--- src/rtl/axbk_adder_pipe.sv ---
// Pipelined approximate Brent-Kung adder with exact/approximate mode per transaction,
// valid/ready handshake and on-line error statistics for the approximate results.
module axbk_adder_pipe #(
    parameter int WIDTH = 16,
    parameter int K     = 8,
    parameter int CNT_W = 32
) (
    input  logic             clk,
    input  logic             rst_n,
    input  logic             in_valid,
    output logic             in_ready,
    input  logic [WIDTH-1:0] a,
    input  logic [WIDTH-1:0] b,
    input  logic             cin,
    input  logic             approx_en,
    output logic             out_valid,
    input  logic             out_ready,
    output logic [WIDTH-1:0] sum,
    output logic             cout,
    output logic             out_approx,
    input  logic             stat_clr,
    output logic [CNT_W-1:0] txn_cnt,
    output logic [CNT_W-1:0] err_cnt,
    output logic [WIDTH:0]   max_ed
);

    localparam int LVL = (WIDTH > 1) ? $clog2(WIDTH) : 1;

    function automatic logic [CNT_W-1:0] sat_inc(input logic [CNT_W-1:0] v);
        return (&v) ? v : v + CNT_W'(1);
    endfunction

    logic             vld_p1, vld_p2;
    logic             adv_p2;
    logic [WIDTH-1:0] p_c, g_c, gg_c, pp_c;
    logic             c0_c;
    logic [WIDTH-1:0] p_p1, g_p1, gg_p1, pp_p1;
    logic             c0_p1, ap_p1;
    logic [WIDTH-1:0] gd_c, pd_c, sum_c;
    logic [WIDTH:0]   cy_c, exact_c, exact_p2, ed_c;

    assign adv_p2    = !vld_p2 || out_ready;
    assign in_ready  = !vld_p1 || adv_p2;
    assign out_valid = vld_p2;

    // Stage 0 -> 1: bit terms and up-sweep. Approximate mode clears the low-K
    // propagates so every carry there is just the generate of the bit below,
    // and the seed carry c_0 is forced to 0.
    always_comb begin
        p_c  = a ^ b;
        g_c  = a & b;
        c0_c = approx_en ? 1'b0 : cin;
        gg_c = g_c;
        pp_c = p_c;
        for (int i = 0; i < WIDTH; i++) begin
            if (approx_en && (i < K)) pp_c[i] = 1'b0;
        end
        for (int l = 0; l < LVL; l++) begin
            for (int i = 0; i < WIDTH; i++) begin
                if (((i + 1) % (2 * (1 << l))) == 0) begin
                    gg_c[i] = gg_c[i] | (pp_c[i] & gg_c[(i >= (1 << l)) ? i - (1 << l) : 0]);
                    pp_c[i] = pp_c[i] & pp_c[(i >= (1 << l)) ? i - (1 << l) : 0];
                end
            end
        end
    end

    always_ff @(posedge clk) begin
        if (in_valid && in_ready) begin
            p_p1  <= p_c;
            g_p1  <= g_c;
            gg_p1 <= gg_c;
            pp_p1 <= pp_c;
            c0_p1 <= c0_c;
            ap_p1 <= approx_en;
        end
    end

    // Stage 1 -> 2: down-sweep, carries, sum and the exact reference a+b+c_0.
    always_comb begin
        gd_c = gg_p1;
        pd_c = pp_p1;
        for (int l = LVL - 1; l >= 0; l--) begin
            for (int i = 0; i < WIDTH; i++) begin
                if ((i >= 3 * (1 << l) - 1) && (((i + 1) % (2 * (1 << l))) == (1 << l))) begin
                    gd_c[i] = gd_c[i] | (pd_c[i] & gd_c[(i >= (1 << l)) ? i - (1 << l) : 0]);
                    pd_c[i] = pd_c[i] & pd_c[(i >= (1 << l)) ? i - (1 << l) : 0];
                end
            end
        end
        cy_c    = '0;
        cy_c[0] = c0_p1;
        for (int i = 0; i < WIDTH; i++) begin
            cy_c[i+1] = gd_c[i] | (pd_c[i] & c0_p1);
        end
        sum_c   = p_p1 ^ cy_c[WIDTH-1:0];
        exact_c = {1'b0, p_p1} + {g_p1, 1'b0} + {{WIDTH{1'b0}}, c0_p1};
    end

    always_ff @(posedge clk) begin
        if (!rst_n) begin
            sum        <= '0;
            cout       <= 1'b0;
            out_approx <= 1'b0;
        end else if (adv_p2 && vld_p1) begin
            sum        <= sum_c;
            cout       <= cy_c[WIDTH];
            out_approx <= ap_p1;
            exact_p2   <= exact_c;
        end
    end

    always_ff @(posedge clk) begin
        if (!rst_n) begin
            vld_p1 <= 1'b0;
            vld_p2 <= 1'b0;
        end else begin
            if (in_ready) vld_p1 <= in_valid;
            if (adv_p2)   vld_p2 <= vld_p1;
        end
    end

    // Output side: error distance of the result currently presented.
    assign ed_c = exact_p2 - {cout, sum};

    always_ff @(posedge clk) begin
        if (!rst_n || stat_clr) begin
            txn_cnt <= '0;
            err_cnt <= '0;
            max_ed  <= '0;
        end else if (out_valid && out_ready && out_approx) begin
            txn_cnt <= sat_inc(txn_cnt);
            if (ed_c != '0) err_cnt <= sat_inc(err_cnt);
            if (ed_c > max_ed) max_ed <= ed_c;
        end
    end

endmodule

--- config.mk ---
export PLATFORM = sky130hd
export DESIGN_NAME = axbk_adder_pipe
export DESIGN_NICKNAME = d
export VERILOG_FILES = /design/src/rtl/axbk_adder_pipe.sv
export SDC_FILE = /design/constraint.sdc
export NUM_CORES = 1
export LEC_CHECK = 0
export ABC_AREA = 1
export CAP_MARGIN = 10
export CORE_ASPECT_RATIO = 0.5
export CORE_UTILIZATION = 40
export CTS_CLUSTER_DIAMETER = 80
export DETAILED_ROUTE_END_ITERATION = 10
export HOLD_SLACK_MARGIN = 0.15
export PLACE_DENSITY = 0.67
export SETUP_SLACK_MARGIN = 0.15
export SYNTH_ARGS = -nofsm -noshare
export SYNTH_HDL_FRONTEND = slang
export SYNTH_SLANG_ARGS = --single-unit
export TNS_END_PERCENT = 10
--- constraint.sdc ---
create_clock -name clk -period 4 [get_ports clk]
set_input_delay 0.6 -clock clk [delete_from_list [all_inputs] [get_ports clk]]
set_output_delay 0.6 -clock clk [all_outputs]
set_load 0.1 [all_outputs]
==> flow_summary.yaml, run 1 <==
floorplan:
  std_cell_rows: 41
  floorplan.die.height_um: 116
  die-width_um: 229
  initial_core_util_pct: 40.9
  boundaryPins: 140
  design.core.area_um2: 25300
  fp.dieArea_um2: 26500
route:
  antenna_violating_nets_post_route: 0
  detail_route.iter0.violations: 571
  drt_drc_violations_left: 0
  wire_per_inst_um: 14.3
  vias_per_cell: 5.01
  routed-via-count: 9300
  drt_first_pass_iters: 5
  postRouteWirelength_um: 26600
cells_and_area:
  n_fill_cell: 2398
  drive_above_1_share_pct: 4.56
  sequential_cell_area_um2: 4150
  most-common-layout-cells: "nand2_1, inv_1, clkdlybuf4s50_1, a21oi_1, nor2_1"
  layout.nets: 1608
  multi_input_comb_area_um2: 5330
  utilization_after_layout_pct: 50.5
  layout_commonest_cell: "nand2_1"
  synthToLayoutAreaGrowth_pct: 23.4
  antenna_cells: 0
place:
  globalplace.congestion: 0.972
  buffer_ports.inserted: 139
  hpwlAfterDp_um: 20700
clocking:
  tritoncts: "built"
  cts_hold_buf: 0
  post_cts_resized: 0
  clkTransAtPathRegs_ns: 0.08
  clkSinkCount: 172
  cts_inserted_buffers: 17
  cts_max_path_buffers: 2
  insertion_delay_ns: 0.46
  clock_tree.root_cell: "clkbuf_16"
  htreeDepth: 4
  cts_setup_buffers: 0
worst_setup_path:
  end_kind: "flip-flop"
  timing.rr.start: "exact_p2[0]$_DFFE_PP_"
  terminus_of_the_critical_flop_to_flop_path: "max_ed[6]$_SDFFE_PP0P_"
  crit_slowest_cell: "fa_1"
  worst-setup-path-type: "reg2reg"
  reg2reg_depth: 27
  path_max_fanout: 21
  slowest_delay_ns: 0.40
  timing.critical_path.from_type: "flip-flop"
  worst_ep_required_time_ns: 4.40
  worst_path_most_repeated_cell: "nand2_1"
  cp-startpoint: "exact_p2[0]$_DFFE_PP_"
  arrival_ns: 3.89
  reg2reg_slack_ns: 0.51
power:
  power_mw: 4.63
  cellLeakagePower_nw: 5.28
  power_per_cell_area_nw_per_um2: 363
  vdd.ir_drop.worst_mv: 0.307
timing:
  finalHoldViolCount: 0
  timing.final.crit_share_pct: 87.3
  fmaxAchievable_mhz: 286
  timing.final.setup_violations: 0
  finalSetupTns_ns: 0
  relSlewSlack_pct: 28.6
  final-max-slew-violation-count: 0
  skew_ns: 0.0150
  final.min_clock_period_ns: 3.49
  unrepaired_setup_endpoints_after_global_routing: "false"
  slew_at_the_pin_with_the_worst_max_slew_slack_ns: 1.07
global_routing:
  grt_antenna_before_repair: 0
  grt.total_usage_pct: 20.3
  grt_overflow: 0
  global_route_wire_length_before_repair_um: 43100
  grt_max_degree: 38
  number_of_global_route_vias_before_repair: 8751
yosys:
  ranking_of_synthesized_cells_by_area: "edfxtp_1, dfxtp_1, nand2_1"
  synth.largest_area_cell: "edfxtp_1"
  synth_area_um2: 10300
  synth_edf_count: 71
  synth_top_area_share_pct: 20.6
  ys_seq_area_share_pct: 40.2
  postSynthCellCount: 1362
  synth.ff_latch_count: 172
  synth_area_per_cell_um2: 7.59
  synth_cell_type_count: 39
  syn-num-nets: 1469
  synth_top_flop_cell: "dfxtp_1"
  async_reset_ff_share_pct: 0
  yosysWarningCount: 0
job:
  timing.max_cap.violations: 0
hold_path:
  min_delay_worst_endpoint: "err_cnt[31]$_SDFFE_PP0P_"
  holdCritPathClass: "reg2reg"
  min_path_cells: 2
  worstHoldStart: "err_cnt[31]$_SDFFE_PP0P_"
outcome:
  run_status: "complete, no violations"
[layer usage]
layer / GRT usage, % / wire length (um)
met5: 0 / 0
met4: 5.47 / 317
met3: 4.31 / 962
met2: 36.7 / 13100
met1: 24.8 / 12300
[worst max-delay path by stage]
stage	cells after the start	endpoint
after CTS	27	max_ed[6]$_SDFFE_PP0P_
after floorplan	25	max_ed[0]$_SDFFE_PP0P_
final	27	max_ed[6]$_SDFFE_PP0P_
after global routing	27	max_ed[4]$_SDFFE_PP0P_
after detailed placement	27	max_ed[6]$_SDFFE_PP0P_
after global placement	26	max_ed[8]$_SDFFE_PP0P_
[report_power, final]
group / switching [mW] / internal [mW] / leakage [nW]
clock network: 0.789 / 1.01 / 0.307
logic: 0.574 / 0.305 / 3.46
registers: 0.0373 / 1.92 / 1.51
[registers in the layout, summed over array words and instances (netlist names), 8 cells and up]
signal / count
g_p1: 16
exact_p2: 17
pp_p1: 12
sum: 16
err_cnt: 32
gg_p1: 8
txn_cnt: 32
max_ed: 17
p_p1: 16
[critical path: cells and delay by family, from the launching register on]
kind,cells,cell delay (ns)
flip-flops,1,0.34
buffers and inverters,4,0.42
adder cells (fa/ha/maj),3,0.89
AND/OR/NAND/NOR,20,1.75
[synth_stat cells, drive strengths merged (35+ instances only)]
| cell type | instances |
|---|---|
| a21oi | 127 |
| dfxtp | 101 |
| edfxtp | 71 |
| ha | 66 |
| inv | 190 |
| nand2 | 347 |
| nand3 | 48 |
| nand4 | 60 |
| nor2 | 116 |
| nor3 | 37 |
| o21ai | 35 |
| xor2 | 53 |
[final cells by class]
type	count	share of cell area [%]
clock buffer	18	3.36
clock inverter	14	1.58
inverter	191	5.62
multi-input combinational	967	41.8
sequential	172	32.5
tap	344	3.37
timing repair buffer	152	11.7
[logic make-up after synthesis]
logic type	synth area share, %
flops	40.2
buf+inv	8.41
fa+ha+maj	8.37
simple gates	27.1
xor+xnor	6.95
compound gates	8.95
[metrics by stage]
| step | area [um^2] | std cells | setup slack (ns) | hold WS [ns] |
|---|---|---|---|---|
| 2_1_floorplan | 10300 | 1362 | 0.519 | 0.469 |
| 3_3_place_gp | 12100 | 1826 | 0.548 | 0.465 |
| 3_5_place_dp | 12100 | 1826 | 0.354 | 0.476 |
| 4_1_cts | 12700 | 1858 | 0.323 | 0.485 |
| 5_1_grt | 12800 | 1858 | 0.194 | 0.506 |
| 6_report | 12800 | 1858 | 0.509 | 0.484 |
No activity file was read; power rests on OpenSTA's default activity.
==> run 2, diff against run 1 <==
--- a/config.mk
+++ b/config.mk
@@ -13,5 +13,4 @@
 export DETAILED_ROUTE_END_ITERATION = 10
 export HOLD_SLACK_MARGIN = 0.15
-export PLACE_DENSITY = 0.67
 export SETUP_SLACK_MARGIN = 0.15
 export SYNTH_ARGS = -nofsm -noshare
==> constraint.sdc (replaced) <==
create_clock -name clk -period 4 [get_ports clk]
set_input_delay 0.6 -clock clk [delete_from_list [all_inputs] [get_ports clk]]
set_output_delay 0.6 -clock clk [all_outputs]
set_load 0.02 [all_outputs]
==> run 2 against run 1 <==
Compared with the run above: the flow now finishes with violations (DRC); register-to-register slack better by 0.14 ns; global-route usage about the same; non-clock buffer count is 1 higher; routed wire length shrank 0.73%; clock-buffer cell count stayed put; critical path depth shrank 1; critical path type unchanged; critical endpoint is now max_ed[5]$_SDFFE_PP0P_; largest power group unchanged.
==> flow_summary.yaml, run 2 (synthesis gave the netlist of run 1 again) <==
outcome:
  run_status: "finished with violations"
  failed_checks: "DRC"
route:
  postRouteWirelength_um: 26400
  wire_per_inst_um: 14.2
  drt_drc_violations_left: 2
  antenna_violating_nets_post_route: 0
  drt_first_pass_iters: 9
  vias_per_cell: 5.00
  routed-via-count: 9289
  detail_route.iter0.violations: 625
timing:
  skew_ns: 0.0111
  unrepaired_setup_endpoints_after_global_routing: "false"
  fmaxAchievable_mhz: 298
  timing.final.crit_share_pct: 83.8
  postLayoutSetupSlackWorst_ns: 0.648
  relSlewSlack_pct: 34.5
  fin_hold_ws_ns: 0.484
  finalSetupTns_ns: 0
  slew_at_the_pin_with_the_worst_max_slew_slack_ns: 0.981
  final-max-slew-violation-count: 0
  final.min_clock_period_ns: 3.35
  timing.final.setup_violations: 0
  finalHoldViolCount: 0
clocking:
  post_cts_resized: 0
  cts_inserted_buffers: 17
  tritoncts: "built"
  cts_setup_buffers: 0
  insertion_delay_ns: 0.45
  cts_hold_buf: 0
  clkSinkCount: 172
  htreeDepth: 4
  clock_tree.root_cell: "clkbuf_16"
  cts_max_path_buffers: 2
  clkTransAtPathRegs_ns: 0.07
global_routing:
  global_route_wire_length_before_repair_um: 42800
  grt_max_degree: 55
  grt.met1_usage_pct: 25.6
  grt_antenna_before_repair: 0
  grt_use_met2_pct: 34.9
  number_of_global_route_vias_before_repair: 8732
  grt_overflow: 0
  grt_most_used_layer: "met2"
  grt.total_usage_pct: 20.3
  grt_use_met3_pct: 4.45
floorplan:
  initial_core_util_pct: 40.9
  floorplan.die.height_um: 116
  design.core.area_um2: 25300
  die-width_um: 229
  boundaryPins: 140
  std_cell_rows: 41
  fp.dieArea_um2: 26500
cells_and_area:
  most-common-layout-cells: "nand2_1, inv_1, clkdlybuf4s50_1, a21oi_1, nor2_1"
  drive_above_1_share_pct: 4.36
  layout_commonest_cell: "nand2_1"
  stdcell_area_um2: 12700
  antenna_cells: 0
  layout.nets: 1609
  n_fill_cell: 2463
  synthToLayoutAreaGrowth_pct: 22.9
  reg_top3: "err_cnt x32, txn_cnt x32"
worst_setup_path:
  crit_slowest_cell: "fa_1"
  timing.rr.start: "exact_p2[0]$_DFFE_PP_"
  reg2reg_depth: 26
  timing.critical_path.from_type: "flip-flop"
  worst_ep_required_time_ns: 4.35
  path_delay_family: "simple AND/OR/NAND/NOR gates"
  reg2reg_slack_ns: 0.65
  worstSetupPathDepth: 26
  terminus_of_the_critical_flop_to_flop_path: "max_ed[5]$_SDFFE_PP0P_"
  end_kind: "flip-flop"
  worst-setup-path-type: "reg2reg"
  slowest_delay_ns: 0.40
  path_max_fanout: 20
  worst_path_most_repeated_cell: "nand2_1"
  arrival_ns: 3.70
  cp.buffers_inverters: 4
power:
  power_per_cell_area_nw_per_um2: 350
  vdd.ir_drop.worst_mv: 0.320
  cellLeakagePower_nw: 5.25
place:
  buffer_ports.inserted: 139
  pre_cts_ws_ns: 0.655
  placed_cell_area_um2: 12100
  globalplace.congestion: 0.949
  hpwlAfterDp_um: 20400
job:
  timing.max_cap.violations: 0
hold_path:
  worstHoldStart: "err_cnt[31]$_SDFFE_PP0P_"
  min_delay_worst_endpoint: "err_cnt[31]$_SDFFE_PP0P_"
  holdCritPathClass: "reg2reg"
  min_path_cells: 2
==> run 2: area by class of cell <==
type	count	area, um^2	share of cell area, %
clock buffers	18	429	3.38
clock inverters	14	165	1.30
inverters	191	717	5.64
multi-input cells	967	5320	41.8
flip-flops and latches	172	4150	32.7
well taps	344	430	3.39
repair buffers	153	1500	11.8
==> run 2: where the power goes <==
part | switching, mW | total, mW | internal (mW)
logic | 0.477 | 0.782 | 0.305
registers | 0.0357 | 1.95 | 1.92
clock network | 0.731 | 1.71 | 0.981
total | 1.24 | 4.45 | 3.20
==> run 2: how the worst max path moves through the flow <==
stage                                startpoint                      to  slack [ns]
after floorplan             sum[0]$_SDFFE_PN0P_  max_ed[0]$_SDFFE_PP0P_        0.95
after global placement    exact_p2[0]$_DFFE_PP_  max_ed[1]$_SDFFE_PP0P_        0.79
after detailed placement  exact_p2[0]$_DFFE_PP_  max_ed[5]$_SDFFE_PP0P_        0.66
after CTS                 exact_p2[0]$_DFFE_PP_  max_ed[6]$_SDFFE_PP0P_        0.63
after global routing      exact_p2[0]$_DFFE_PP_  max_ed[2]$_SDFFE_PP0P_        0.33
final                     exact_p2[0]$_DFFE_PP_  max_ed[5]$_SDFFE_PP0P_        0.65
==> run 2: per-layer routing <==
metal | vias to the layer above | wire length [um]
li1 | 4764 | -
met1 | 4304 | 12400
met2 | 189 | 12600
met3 | 32 | 1130
met4 | 0 | 379
met5 | - | 0
==> run 2: through the flow <==
stage | power, mW | std cells | utilization, %
detailed placement | 2.77 | 1827 | 47.9
global placement | 2.76 | 1827 | 47.9
finish | 4.45 | 1859 | 50.3
CTS | 4.49 | 1859 | 50.3
floorplan | 2.53 | 1362 | -
global route | 4.67 | 1859 | 50.3
==> run 2: worst min-delay path: stages, from the launching register on <==
cell     delay (ns)
dfxtp_1        0.33
nand2_1        0.06
a21oi_1        0.05
==> run 3, diff against run 2 <==
- clock period: 4 -> 3.4 ns (I/O delays scaled with it)
==> run 3 against run 2 <==
Compared with the run above: the flow still finishes with violations (DRC); largest cell class unchanged; final area rose by 2.3%; final cell count up 0.48%; fmax up 6.2%; sequential power grew 18%; largest power group unchanged; first-iteration DRC count grew 16%; combinational power rose by 29%; register-to-register slack got worse by 0.41 ns; die area unchanged; clock power rose by 16%; clock-buffer cell count decreased by 1; worst hold slack improved by 0.0094 ns; sequential cell count unchanged.
==> flow_summary.yaml, run 3 (synthesis gave the netlist of run 1 again) <==
outcome:
  run_status: "finished with violations"
  failed_checks: "DRC"
cells_and_area:
  stdcell_area_um2: 13000
  layout.nets: 1618
  layout_commonest_cell: "nand2_1"
  antenna_cells: 0
  reg_top3: "err_cnt x32, txn_cnt x32"
  n_fill_cell: 2464
  most-common-layout-cells: "nand2_1, inv_1, clkdlybuf4s50_1, a21oi_1, nor2_1"
  utilization_after_layout_pct: 51.4
  synthToLayoutAreaGrowth_pct: 25.7
  drive_above_1_share_pct: 7.81
place:
  placed_cell_area_um2: 12200
  hpwlAfterDp_um: 20900
  buffer_ports.inserted: 139
  globalplace.congestion: 0.967
hold_path:
  holdCritPathClass: "reg2reg"
  worstHoldStart: "ap_p1$_DFFE_PP_"
clocking:
  cts_max_path_buffers: 2
  cts_hold_buf: 0
  cts_inserted_buffers: 17
  clkSinkCount: 172
  clock_tree.root_cell: "clkbuf_16"
  insertion_delay_ns: 0.46
  tritoncts: "built"
  htreeDepth: 4
  clkTransAtPathRegs_ns: 0.07
global_routing:
  grt_overflow: 0
  grt.total_usage_pct: 20.8
  grt_antenna_before_repair: 0
  global_route_wire_length_before_repair_um: 43700
  grt_max_degree: 38
  number_of_global_route_vias_before_repair: 8678
worst_setup_path:
  worst_ep_required_time_ns: 3.74
  arrival_ns: 3.50
  timing.rr.start: "exact_p2[0]$_DFFE_PP_"
  worst-setup-path-type: "reg2reg"
  timing.critical_path.from_type: "flip-flop"
  path_delay_family: "simple AND/OR/NAND/NOR gates"
  worst_path_most_repeated_cell: "nand2_1"
  slowest_delay_ns: 0.38
  cp-startpoint: "exact_p2[0]$_DFFE_PP_"
  path_max_fanout: 5
  crit_chain: "inv_1 > ha_2 > fa_2 > inv_2 > nand3_2 > nand2_2 > nand2_2 > nand2_2 > nand3_1 > nand2_1 > nand2_1 > nand2_1 > inv_1 > ha_4 > nand4_1 > nor3_2 > nand4_1 > nand3_4 > buf_6 > nand2_1 > nand2_1 > nor2_1"
  crit_slowest_cell: "fa_2"
  cp.buffers_inverters: 4
  end_kind: "flip-flop"
power:
  cellLeakagePower_nw: 5.32
  vdd.ir_drop.worst_mv: 0.397
  power_per_cell_area_nw_per_um2: 408
  power_mw: 5.30
floorplan:
  std_cell_rows: 41
  boundaryPins: 140
  fp.dieArea_um2: 26500
  die-width_um: 229
  initial_core_util_pct: 40.9
  design.core.area_um2: 25300
  floorplan.die.height_um: 116
timing:
  finalHoldViolCount: 0
  relSlewSlack_pct: 53.4
  final-max-slew-violation-count: 0
  timing.final.setup_violations: 0
  fin_hold_ws_ns: 0.493
  skew_ns: 0.0144
  unrepaired_setup_endpoints_after_global_routing: "true"
  finalSetupTns_ns: 0
  timing.final.crit_share_pct: 92.9
  slew_at_the_pin_with_the_worst_max_slew_slack_ns: 0.698
  final.min_clock_period_ns: 3.16
  fmaxAchievable_mhz: 317
route:
  drt_first_pass_iters: 9
  vias_per_cell: 5.03
  routed-via-count: 9402
  postRouteWirelength_um: 27200
  detail_route.iter0.violations: 727
  wire_per_inst_um: 14.6
  antenna_violating_nets_post_route: 0
  drt_drc_violations_left: 2
job:
  timing.max_cap.violations: 0
==> run 3: cell type report <==
cell class                 count  area (um^2)  area share, %
multi-input combinational    967         5510           42.4
sequential                   172         4160           32.0
timing repair buffer         162         1600           12.3
inverter                     191          717           5.51
tap                          344          430           3.31
clock buffer                  17          425           3.27
clock inverter                15          161           1.24
==> run 3: final timing paths <==
| kind | endpoint | slack, ns | depth (start not counted) |
|---|---|---|---|
| worst max-delay path | max_ed[0]$_SDFFE_PP0P_ | 0.24 | 22 |
| worst min-delay path | out_approx$_SDFFE_PN0P_ | 0.49 | 2 |
| worst max register to register | max_ed[0]$_SDFFE_PP0P_ | 0.24 | 22 |
| worst min register to register | out_approx$_SDFFE_PN0P_ | 0.49 | 2 |
==> run 3: worst reg2reg max path, stage by stage, from the launching register on <==
cell	delay, ns
edfxtp_1	0.33
inv_1	0.05
ha_2	0.18
fa_2	0.38
inv_2	0.09
nand3_2	0.09
nand2_2	0.10
nand2_2	0.06
nand2_2	0.07
nand3_1	0.08
nand2_1	0.08
nand2_1	0.05
nand2_1	0.12
inv_1	0.11
ha_4	0.30
nand4_1	0.16
nor3_2	0.13
nand4_1	0.21
nand3_4	0.17
buf_6	0.14
nand2_1	0.06
nand2_1	0.06
nor2_1	0.04
==> run 3: through the flow <==
stage / cells / setup WS [ns]
floorplan: 1362 / 0.350
global placement: 1830 / 0.190
detailed placement: 1830 / 0.0571
CTS: 1865 / 0.157
global route: 1868 / 0.0670
finish: 1868 / 0.243
==> run 3: layer usage <==
metal  wire [um]  track usage [%]  up-vias  part of all wire [%]
li1            -                -     4797                     -
met5           0                0        -                     0
met2       12800             34.6      203                    47
met1       12900             27.5     4373                    47
met4         369             5.47        0                   1.4
met3        1220             4.60       29                   4.5
==> run 3: power breakdown <==
group          switching [mW]  leakage, nW  total [mW]  internal, mW
clock network           0.902        0.284        1.99          1.09
registers              0.0445         1.51        2.30          2.25
logic                   0.600         3.53        1.01         0.408
total                    1.55         5.32        5.30          3.75
==> run 3: repair_timing <==
| item | 4_1_cts | 5_1_grt |
|---|---|---|
| resized for setup | 9 | 48 |
| setup endpoints to repair | 16 | 17 |
| buffers inserted | 1 | 2 |
| cloned | 2 | 1 |
| pin swaps | 2 | 15 |
